**src/rtl/muldiv_seq_pkg.sv**
```systemverilog
// Shared types for the sequential RV32M divide unit: op codes, FSM states, request metadata.
// Latency: n/a (types and pure functions only).
// Backpressure: n/a.
package muldiv_seq_pkg;

  localparam int XLEN  = 32;
  localparam int CNT_W = 6;

  // Final iteration index of the restoring loop (one quotient bit per step).
  localparam logic [CNT_W-1:0] LAST_STEP = CNT_W'(XLEN - 1);
  localparam logic [XLEN-1:0]  INT_MIN   = {1'b1, {(XLEN-1){1'b0}}};

  // Matches the ALU_SEL_* ordering used for the RV32M divide group.
  typedef enum logic [1:0] {
    OP_DIV  = 2'b00,
    OP_DIVU = 2'b01,
    OP_REM  = 2'b10,
    OP_REMU = 2'b11
  } op_e;

  typedef enum logic [1:0] {
    ST_IDLE = 2'b00,
    ST_CALC = 2'b01,
    ST_DONE = 2'b10
  } state_e;

  // Everything about an accepted request that is needed after the loop.
  typedef struct packed {
    op_e  op;
    logic neg_q;  // negate the quotient at the end
    logic neg_r;  // negate the remainder at the end
  } meta_t;

  function automatic logic op_is_signed(input op_e op);
    return (op == OP_DIV) || (op == OP_REM);
  endfunction

  function automatic logic op_is_rem(input op_e op);
    return (op == OP_REM) || (op == OP_REMU);
  endfunction

  // Absolute value for signed ops, raw value otherwise. INT_MIN maps to itself,
  // which is the correct unsigned magnitude 2^31.
  function automatic logic [XLEN-1:0] mag(input logic [XLEN-1:0] v, input logic sgn);
    return (sgn && v[XLEN-1]) ? -v : v;
  endfunction

endpackage

```
**src/rtl/muldiv_seq_if.sv**
```systemverilog
// Request/response bundle between the pipeline (master) and the divide unit (slave).
// Latency: n/a (wires only).
// Backpressure: valid/ready on both the request and the response channel; flush aborts.
//
// Signals:
//   req_valid/req_ready/req_op/req_a/req_b : request channel
//   flush                                  : kill any in-flight operation
//   resp_valid/resp_ready/resp_data        : response channel
//   busy                                   : unit is not idle (pipeline stall)
interface muldiv_seq_if;
  import muldiv_seq_pkg::*;

  logic            req_valid;
  logic            req_ready;
  logic [1:0]      req_op;
  logic [XLEN-1:0] req_a;
  logic [XLEN-1:0] req_b;
  logic            flush;
  logic            resp_valid;
  logic            resp_ready;
  logic [XLEN-1:0] resp_data;
  logic            busy;

  modport master (
    output req_valid, req_op, req_a, req_b, flush, resp_ready,
    input  req_ready, resp_valid, resp_data, busy
  );

  modport slave (
    input  req_valid, req_op, req_a, req_b, flush, resp_ready,
    output req_ready, resp_valid, resp_data, busy
  );

endinterface

```
**src/rtl/muldiv_seq_div_step.sv**
```systemverilog
// One restoring-division step: shift {rem,quo} left, trial-subtract the divisor, keep or restore.
// Latency: combinational.
// Backpressure: none.
//
// Ports:
//   i_rem, i_quo : partial remainder and quotient/dividend shift register
//   i_div        : divisor magnitude
//   o_rem, o_quo : values after this step
module div_step
  import muldiv_seq_pkg::*;
(
  input  logic [XLEN-1:0] i_rem,
  input  logic [XLEN-1:0] i_quo,
  input  logic [XLEN-1:0] i_div,
  output logic [XLEN-1:0] o_rem,
  output logic [XLEN-1:0] o_quo
);

  logic [XLEN:0] w_shift;
  logic [XLEN:0] w_trial;
  logic          w_fits;

  // The remainder is always below the divisor, so the shifted value fits in
  // XLEN+1 bits and the trial's top bit is a reliable sign.
  assign w_shift = {i_rem, i_quo[XLEN-1]};
  assign w_trial = w_shift - {1'b0, i_div};
  assign w_fits  = ~w_trial[XLEN];

  assign o_rem = w_fits ? w_trial[XLEN-1:0] : w_shift[XLEN-1:0];
  assign o_quo = {i_quo[XLEN-2:0], w_fits};

endmodule

```
**src/rtl/muldiv_seq.sv**
```systemverilog
// Sequential RV32M DIV/DIVU/REM/REMU unit using a 32-step restoring loop.
// Latency: response 33 cycles after acceptance; 1 cycle for divide-by-zero/overflow when EARLY_OUT.
// Backpressure: req_ready only in IDLE; result held in DONE until resp_ready; flush aborts.
//
// Ports:
//   clk, rst : clock and synchronous active-high reset
//   io       : request/response bundle (slave side), see muldiv_seq_if
module muldiv_seq
  import muldiv_seq_pkg::*;
#(
  parameter bit EARLY_OUT = 1'b1
) (
  input logic         clk,
  input logic         rst,
  muldiv_seq_if.slave io
);

  state_e          r_state;
  state_e          w_next_state;
  meta_t           r_meta;
  logic [XLEN-1:0] r_rem;
  logic [XLEN-1:0] r_quo;
  logic [XLEN-1:0] r_div;
  logic [XLEN-1:0] r_result;
  logic [CNT_W-1:0] r_cnt;

  op_e             w_op;
  logic            w_sgn;
  logic            w_accept;
  logic            w_div_zero;
  logic            w_ovf;
  logic            w_special;
  logic            w_last;
  logic [XLEN-1:0] w_special_res;
  logic [XLEN-1:0] w_step_rem;
  logic [XLEN-1:0] w_step_quo;
  logic [XLEN-1:0] w_fix_rem;
  logic [XLEN-1:0] w_fix_quo;
  logic [XLEN-1:0] w_final_res;

  // ---------------------------------------------------------------------------
  // Request decode
  // ---------------------------------------------------------------------------
  assign w_op       = op_e'(io.req_op);
  assign w_sgn      = op_is_signed(w_op);
  assign w_div_zero = (io.req_b == '0);
  assign w_ovf      = w_sgn && (io.req_a == INT_MIN) && (io.req_b == '1);
  assign w_special  = EARLY_OUT && (w_div_zero || w_ovf);

  // Flush wins over a same-cycle request.
  assign w_accept = (r_state == ST_IDLE) && io.req_valid && !io.flush;

  always_comb begin
    w_special_res = '0;
    if (w_div_zero) begin
      w_special_res = op_is_rem(w_op) ? io.req_a : '1;
    end else if (w_ovf) begin
      w_special_res = op_is_rem(w_op) ? '0 : INT_MIN;
    end
  end

  // ---------------------------------------------------------------------------
  // FSM
  // ---------------------------------------------------------------------------
  assign w_last = (r_cnt == LAST_STEP);

  always_ff @(posedge clk) begin
    if (rst) begin
      r_state <= ST_IDLE;
    end else begin
      r_state <= w_next_state;
    end
  end

  always_comb begin
    w_next_state  = r_state;
    io.req_ready  = 1'b0;
    io.resp_valid = 1'b0;
    io.busy       = 1'b1;
    case (r_state)
      ST_IDLE: begin
        io.req_ready = 1'b1;
        io.busy      = 1'b0;
        if (io.req_valid) begin
          w_next_state = w_special ? ST_DONE : ST_CALC;
        end
      end
      ST_CALC: begin
        if (w_last) begin
          w_next_state = ST_DONE;
        end
      end
      ST_DONE: begin
        io.resp_valid = 1'b1;
        if (io.resp_ready) begin
          w_next_state = ST_IDLE;
        end
      end
      default: begin
        w_next_state = ST_IDLE;
      end
    endcase
    if (io.flush) begin
      w_next_state = ST_IDLE;
    end
  end

  // ---------------------------------------------------------------------------
  // Datapath
  // ---------------------------------------------------------------------------
  div_step u_step (
    .i_rem (r_rem),
    .i_quo (r_quo),
    .i_div (r_div),
    .o_rem (w_step_rem),
    .o_quo (w_step_quo)
  );

  // Sign fix-up applied to the last step's output, so DONE holds the final value.
  assign w_fix_rem   = r_meta.neg_r ? -w_step_rem : w_step_rem;
  assign w_fix_quo   = r_meta.neg_q ? -w_step_quo : w_step_quo;
  assign w_final_res = op_is_rem(r_meta.op) ? w_fix_rem : w_fix_quo;

  always_ff @(posedge clk) begin
    if (rst) begin
      r_meta   <= '0;
      r_rem    <= '0;
      r_quo    <= '0;
      r_div    <= '0;
      r_cnt    <= '0;
      r_result <= '0;
    end else if (w_accept) begin
      r_meta.op <= w_op;
      // A zero divisor yields an all-ones quotient that must not be negated;
      // this keeps the non-early-out path on the architected result.
      r_meta.neg_q <= w_sgn && (io.req_a[XLEN-1] ^ io.req_b[XLEN-1]) && !w_div_zero;
      r_meta.neg_r <= w_sgn && io.req_a[XLEN-1];
      r_quo        <= mag(io.req_a, w_sgn);
      r_div        <= mag(io.req_b, w_sgn);
      r_rem        <= '0;
      r_cnt        <= '0;
      if (w_special) begin
        r_result <= w_special_res;
      end
    end else if ((r_state == ST_CALC) && !io.flush) begin
      r_rem <= w_step_rem;
      r_quo <= w_step_quo;
      r_cnt <= r_cnt + CNT_W'(1);
      if (w_last) begin
        r_result <= w_final_res;
      end
    end
  end

  assign io.resp_data = r_result;

endmodule
```
**src/flat_wrapper.sv**
```systemverilog
// flat-port wrapper written by rule: the top's interface ports become plain ports
module muldiv_seq_flat import muldiv_seq_pkg::*;
#(
  parameter bit EARLY_OUT = 1'b1
)
  (clk, rst, io_req_valid, io_req_op, io_req_a, io_req_b, io_flush, io_resp_ready, io_req_ready, io_resp_valid, io_resp_data, io_busy);
  muldiv_seq_if io_i ();
  input logic clk;
  input logic rst;
  input wire logic [$bits(io_i.req_valid)-1:0] io_req_valid;
  input wire logic [$bits(io_i.req_op)-1:0] io_req_op;
  input wire logic [$bits(io_i.req_a)-1:0] io_req_a;
  input wire logic [$bits(io_i.req_b)-1:0] io_req_b;
  input wire logic [$bits(io_i.flush)-1:0] io_flush;
  input wire logic [$bits(io_i.resp_ready)-1:0] io_resp_ready;
  output wire logic [$bits(io_i.req_ready)-1:0] io_req_ready;
  output wire logic [$bits(io_i.resp_valid)-1:0] io_resp_valid;
  output wire logic [$bits(io_i.resp_data)-1:0] io_resp_data;
  output wire logic [$bits(io_i.busy)-1:0] io_busy;
  assign io_i.req_valid = io_req_valid;
  assign io_i.req_op = io_req_op;
  assign io_i.req_a = io_req_a;
  assign io_i.req_b = io_req_b;
  assign io_i.flush = io_flush;
  assign io_i.resp_ready = io_resp_ready;
  assign io_req_ready = io_i.req_ready;
  assign io_resp_valid = io_i.resp_valid;
  assign io_resp_data = io_i.resp_data;
  assign io_busy = io_i.busy;
  muldiv_seq #(.EARLY_OUT(EARLY_OUT)) u_core (.clk(clk), .rst(rst), .io(io_i));
endmodule
```
**config.mk**
```make
export PLATFORM = sky130hd
export DESIGN_NAME = muldiv_seq_flat
export DESIGN_NICKNAME = d
export VERILOG_FILES = /design/src/rtl/muldiv_seq_pkg.sv /design/src/rtl/muldiv_seq_if.sv /design/src/rtl/muldiv_seq_div_step.sv /design/src/rtl/muldiv_seq.sv /design/src/flat_wrapper.sv
export SDC_FILE = /design/constraint.sdc
export NUM_CORES = 1
export LEC_CHECK = 0
export CORE_MARGIN = 10
export CORE_UTILIZATION = 53
export CTS_CLUSTER_SIZE = 30
export DETAILED_ROUTE_END_ITERATION = 16
export HOLD_SLACK_MARGIN = 0.15
export PLACE_DENSITY = 0.82
export SYNTH_ARGS = -nofsm -noshare
export SYNTH_HDL_FRONTEND = slang
export SYNTH_HIERARCHICAL = 1
export SYNTH_SLANG_ARGS = --single-unit
export TNS_END_PERCENT = 50
```
**constraint.sdc**
```tcl
create_clock -name clk -period 5.13 [get_ports clk]
set_input_delay 0.513 -clock clk [delete_from_list [all_inputs] [get_ports clk]]
set_output_delay 0.513 -clock clk [all_outputs]
set_load 0.05 [all_outputs]
```
==> summary.txt <==
Run status
  – Status: completed

Timing
  – Slew @ Worst Pin: about 1.3 ns
  – Final Hold Viols: 0
  – Fmax: a little under 0.2 GHz
  – Slew HR: between 10% and 20%
  – Tmin final: roughly 5.1 ns
  – Unrepaired setup endpoints after global routing: true
  – Final Max Tran Viols: 0
  – TNS Setup: 0 ns
  – Worst Skew: ~0.019 ns
  – Tcrit/Tclk final: ~100%
  – Final setup violation count: 0

Place
  – DP HPWL: approximately 27 mm
  – Routability Congestion: between 0.9 and 1
  – # port buffers: between 100 and 150
  – Post-DP Area: ~12000 um^2

Synth
  – Synth top cells by count: nand2_1 (200), dfxtp_1 (139), a21oi_1 (112)
  – Yosys warning count: 6
  – Seq cells post-synth: between 100 and 150
  – Synth cell types: 94
  – EDFF count, synth: 0
  – Dominant cell type by area after synthesis: dfxtp_1
  – Most common cell in the netlist: nand2_1
  – Post-Synthesis Cells: about 1.5k
  – Mapped Area: 11310 um^2
  – Mapped Nets: about 1.6k
  – Share of the synthesized area in the top cell type: 24.61%
  – Synth top area cells: dfxtp_1 (25%), xor2_1 (6.7%), nand2_1 (6.6%)
  – Avg Cell Area, Syn: 7.751 um^2
  – Primary FF master, synth: dfxtp_1
  – Seq/Total Area, Yosys: about a quarter
  – Ys async rst share: 0%

Clock network
  – CTS Root Buffer Type: clkbuf_16
  – Bufs on Longest Clock Path: 2
  – CTS H-tree depth: 4
  – Worst-Skew Late Latency: 0.44 ns
  – Clk sinks: ~140
  – Clock-pin slew on the worst setup and hold paths: about 0.07 ns
  – TritonCTS clock tree: built
  – Total CTS buffers: 17

Routing
  – Pre-antenna DRT Iters: 7
  – Routed Antenna Nets: 0
  – Vias after detailed routing: 11.65k
  – DR WL/cell: between 20 and 25 um
  – Final WL: approximately 37 mm
  – Vias per cell: around 6.5
  – Iter 0 DRT Violations: 1337
  – DRC: 0

Final layout
  – Nets@finish: ~1.6k
  – Final instance area: about 13000 um^2
  – Footprint of the multi-input gates: approximately 7700 um^2
  – Area growth syn-to-layout: 15.89%
  – Fillers: ~1.9k
  – Ant. Diodes: 0
  – Reg area: 2785 um^2
  – Share of post-route cells with drive strength above 1: roughly an eighth
  – Final core occ: 62.34%

Power
  – Peak VDD IR: 0.0001861 V
  – Total Power: roughly 3.3 mW
  – Cell Pwr Density: ~250 nW/um^2
  – Leak: between 4 and 5 nW

Floorplanning
  – Core area: approximately 21000 um^2
  – Die area: about 28000 um^2
  – Die Y: approximately 170 um
  – Site Rows: 53
  – Die width: 166.1 um
  – Top Ports: around 110
  – Initial core utilization: 53.79%

GRT
  – First-pass GRT wire length: roughly 58 mm
  – Vias in the first global route: 10.67k
  – Overall routing resource usage: between 20% and 30%
  – Total grt overflow: 0
  – Largest net degree at the start of global routing: between 70 and 80
  – Initial antenna violation count: 0

Setup path
  – Worst Path Required: approximately 5.5 ns
  – Critical Path AT: approximately 5.4 ns
  – Crit path max fanout: 6
  – Endpoint class of the critical path: flip-flop
  – Setup CP Type: flip-flop to flip-flop
  – Worst Setup Start Kind: flip-flop

Min path
  – Worst Hold Class: flip-flop to flip-flop

Run
  – Maxcap violations: 0
## kinds of logic (layout without fill, tap and decap cells)
group	count (synthesis)	count (layout)	share of synthesized area [%]
AO/OA/AOI/OAI	407	407	24.82
XOR/XNOR	144	144	11.15
adder cells (fa/ha/maj)	39	39	4.382
buffers and inverters	178	248	8.055
flip-flops	139	139	24.61
multiplexers	36	36	4.193
AND/OR/NAND/NOR	516	516	22.79
## worst max-delay path, stage by stage (launching register included)
cell and delay [ns]:
dfxtp_2 0.34, inv_2 0.05, ha_4 0.16, fa_2 0.34
and2b_1 0.24, o2111ai_2 0.18, a21oi_2 0.24, o2111ai_2 0.15
a211oi_2 0.29, nor2_4 0.07, mux2i_4 0.20, and2_4 0.21
inv_6 0.09, mux2_2 0.35, or4_4 0.55, or4_4 0.65
buf_12 0.17, o41ai_4 0.21, xor2_1 0.20, a221oi_1 0.10
a22o_1 0.23
## layer usage
layer	up-vias	GRT usage (%)	routed length (um)
li1	5402	-	-
met1	5469	32.61	15150
met3	78	5.584	3883
met5	-	0	0
met2	699	39.42	16980
met4	0	9.900	1083
## per-stage QoR
stage | cells | worst slack, ns | hold WS [ns]
finish | 1804 | 0.005763 | 0.4697
global route | 1804 | -0.1141 | 0.4869
floorplan | 1459 | 0.01649 | 0.4250
CTS | 1793 | 0.01685 | 0.4693
global placement | 1758 | 0.07686 | 0.4400
detailed placement | 1758 | -0.03160 | 0.4589
## final cells by class
cell class	count	share of cell area (%)
Tap cell	275	2.626
Multi-Input combinational cell	1142	58.81
Clock buffer	19	3.456
Timing Repair inverter	1	0.06683
Inverter	58	1.757
Timing Repair Buffer	157	11.11
Clock inverter	13	0.9166
Sequential cell	139	21.25
## flip-flops by register name, indices dropped and copies added, names as in the netlist
register             cells
u_core/io.resp_data     32
u_core/r_cnt             6
u_core/r_state           2
u_core/r_meta            3
u_core/r_quo            32
u_core/r_div            32
u_core/r_rem            32
## final timing paths
path                                               startpoint                                   end  slack (ns)  depth (start not counted)
worst max-delay path            u_core/r_quo[31]$_SDFFE_PP0P_  u_core/io.resp_data[19]$_SDFFE_PP0P_       0.006                         20
worst min-delay path            u_core/r_div[31]$_SDFFE_PP0P_         u_core/r_div[31]$_SDFFE_PP0P_        0.47                          2
worst max register to register  u_core/r_quo[31]$_SDFFE_PP0P_  u_core/io.resp_data[19]$_SDFFE_PP0P_       0.006                         20
worst min register to register  u_core/r_div[31]$_SDFFE_PP0P_         u_core/r_div[31]$_SDFFE_PP0P_        0.47                          2
## what timing repair did
item	4_1_cts	5_1_grt
pin swaps	5	15
hold endpoints to repair	0	0
setup endpoints to repair	5	22
hold buffers	0	0
setup buffers	3	10
gates resized for setup	5	18
gates cloned	0	1
## where the power goes
part / switching, mW / internal, mW
combinational: 0.503 / 0.362
sequential: 0.0499 / 1.12
clock: 0.559 / 0.666
## placed cells by master, fill, tap and decap left out, types with 7 or more instances in the layout
master and count:
nand2_1 199, dfxtp_1 137, a21oi_1 112, nor2_1 106, clkdlybuf4s50_1 104, xor2_1 87
o21ai_0 60, xnor2_1 57, inv_1 56, buf_4 50, ha_1 37, nand3_1 36
nor3_1 34, o31ai_1 30, a211oi_1 27, a311oi_1 27, or4_1 21, nand4_1 20
mux2_4 20, a31oi_1 19, clkbuf_16 17, a21o_1 17, o41ai_1 15, or3_1 14
nor4_1 11, o22ai_1 11, mux2i_1 11, or2_2 10, o21a_1 9, o211ai_1 9
or4_4 8, a32o_1 8, a22o_1 7
Note: power is estimated with default switching activity, not from simulation.
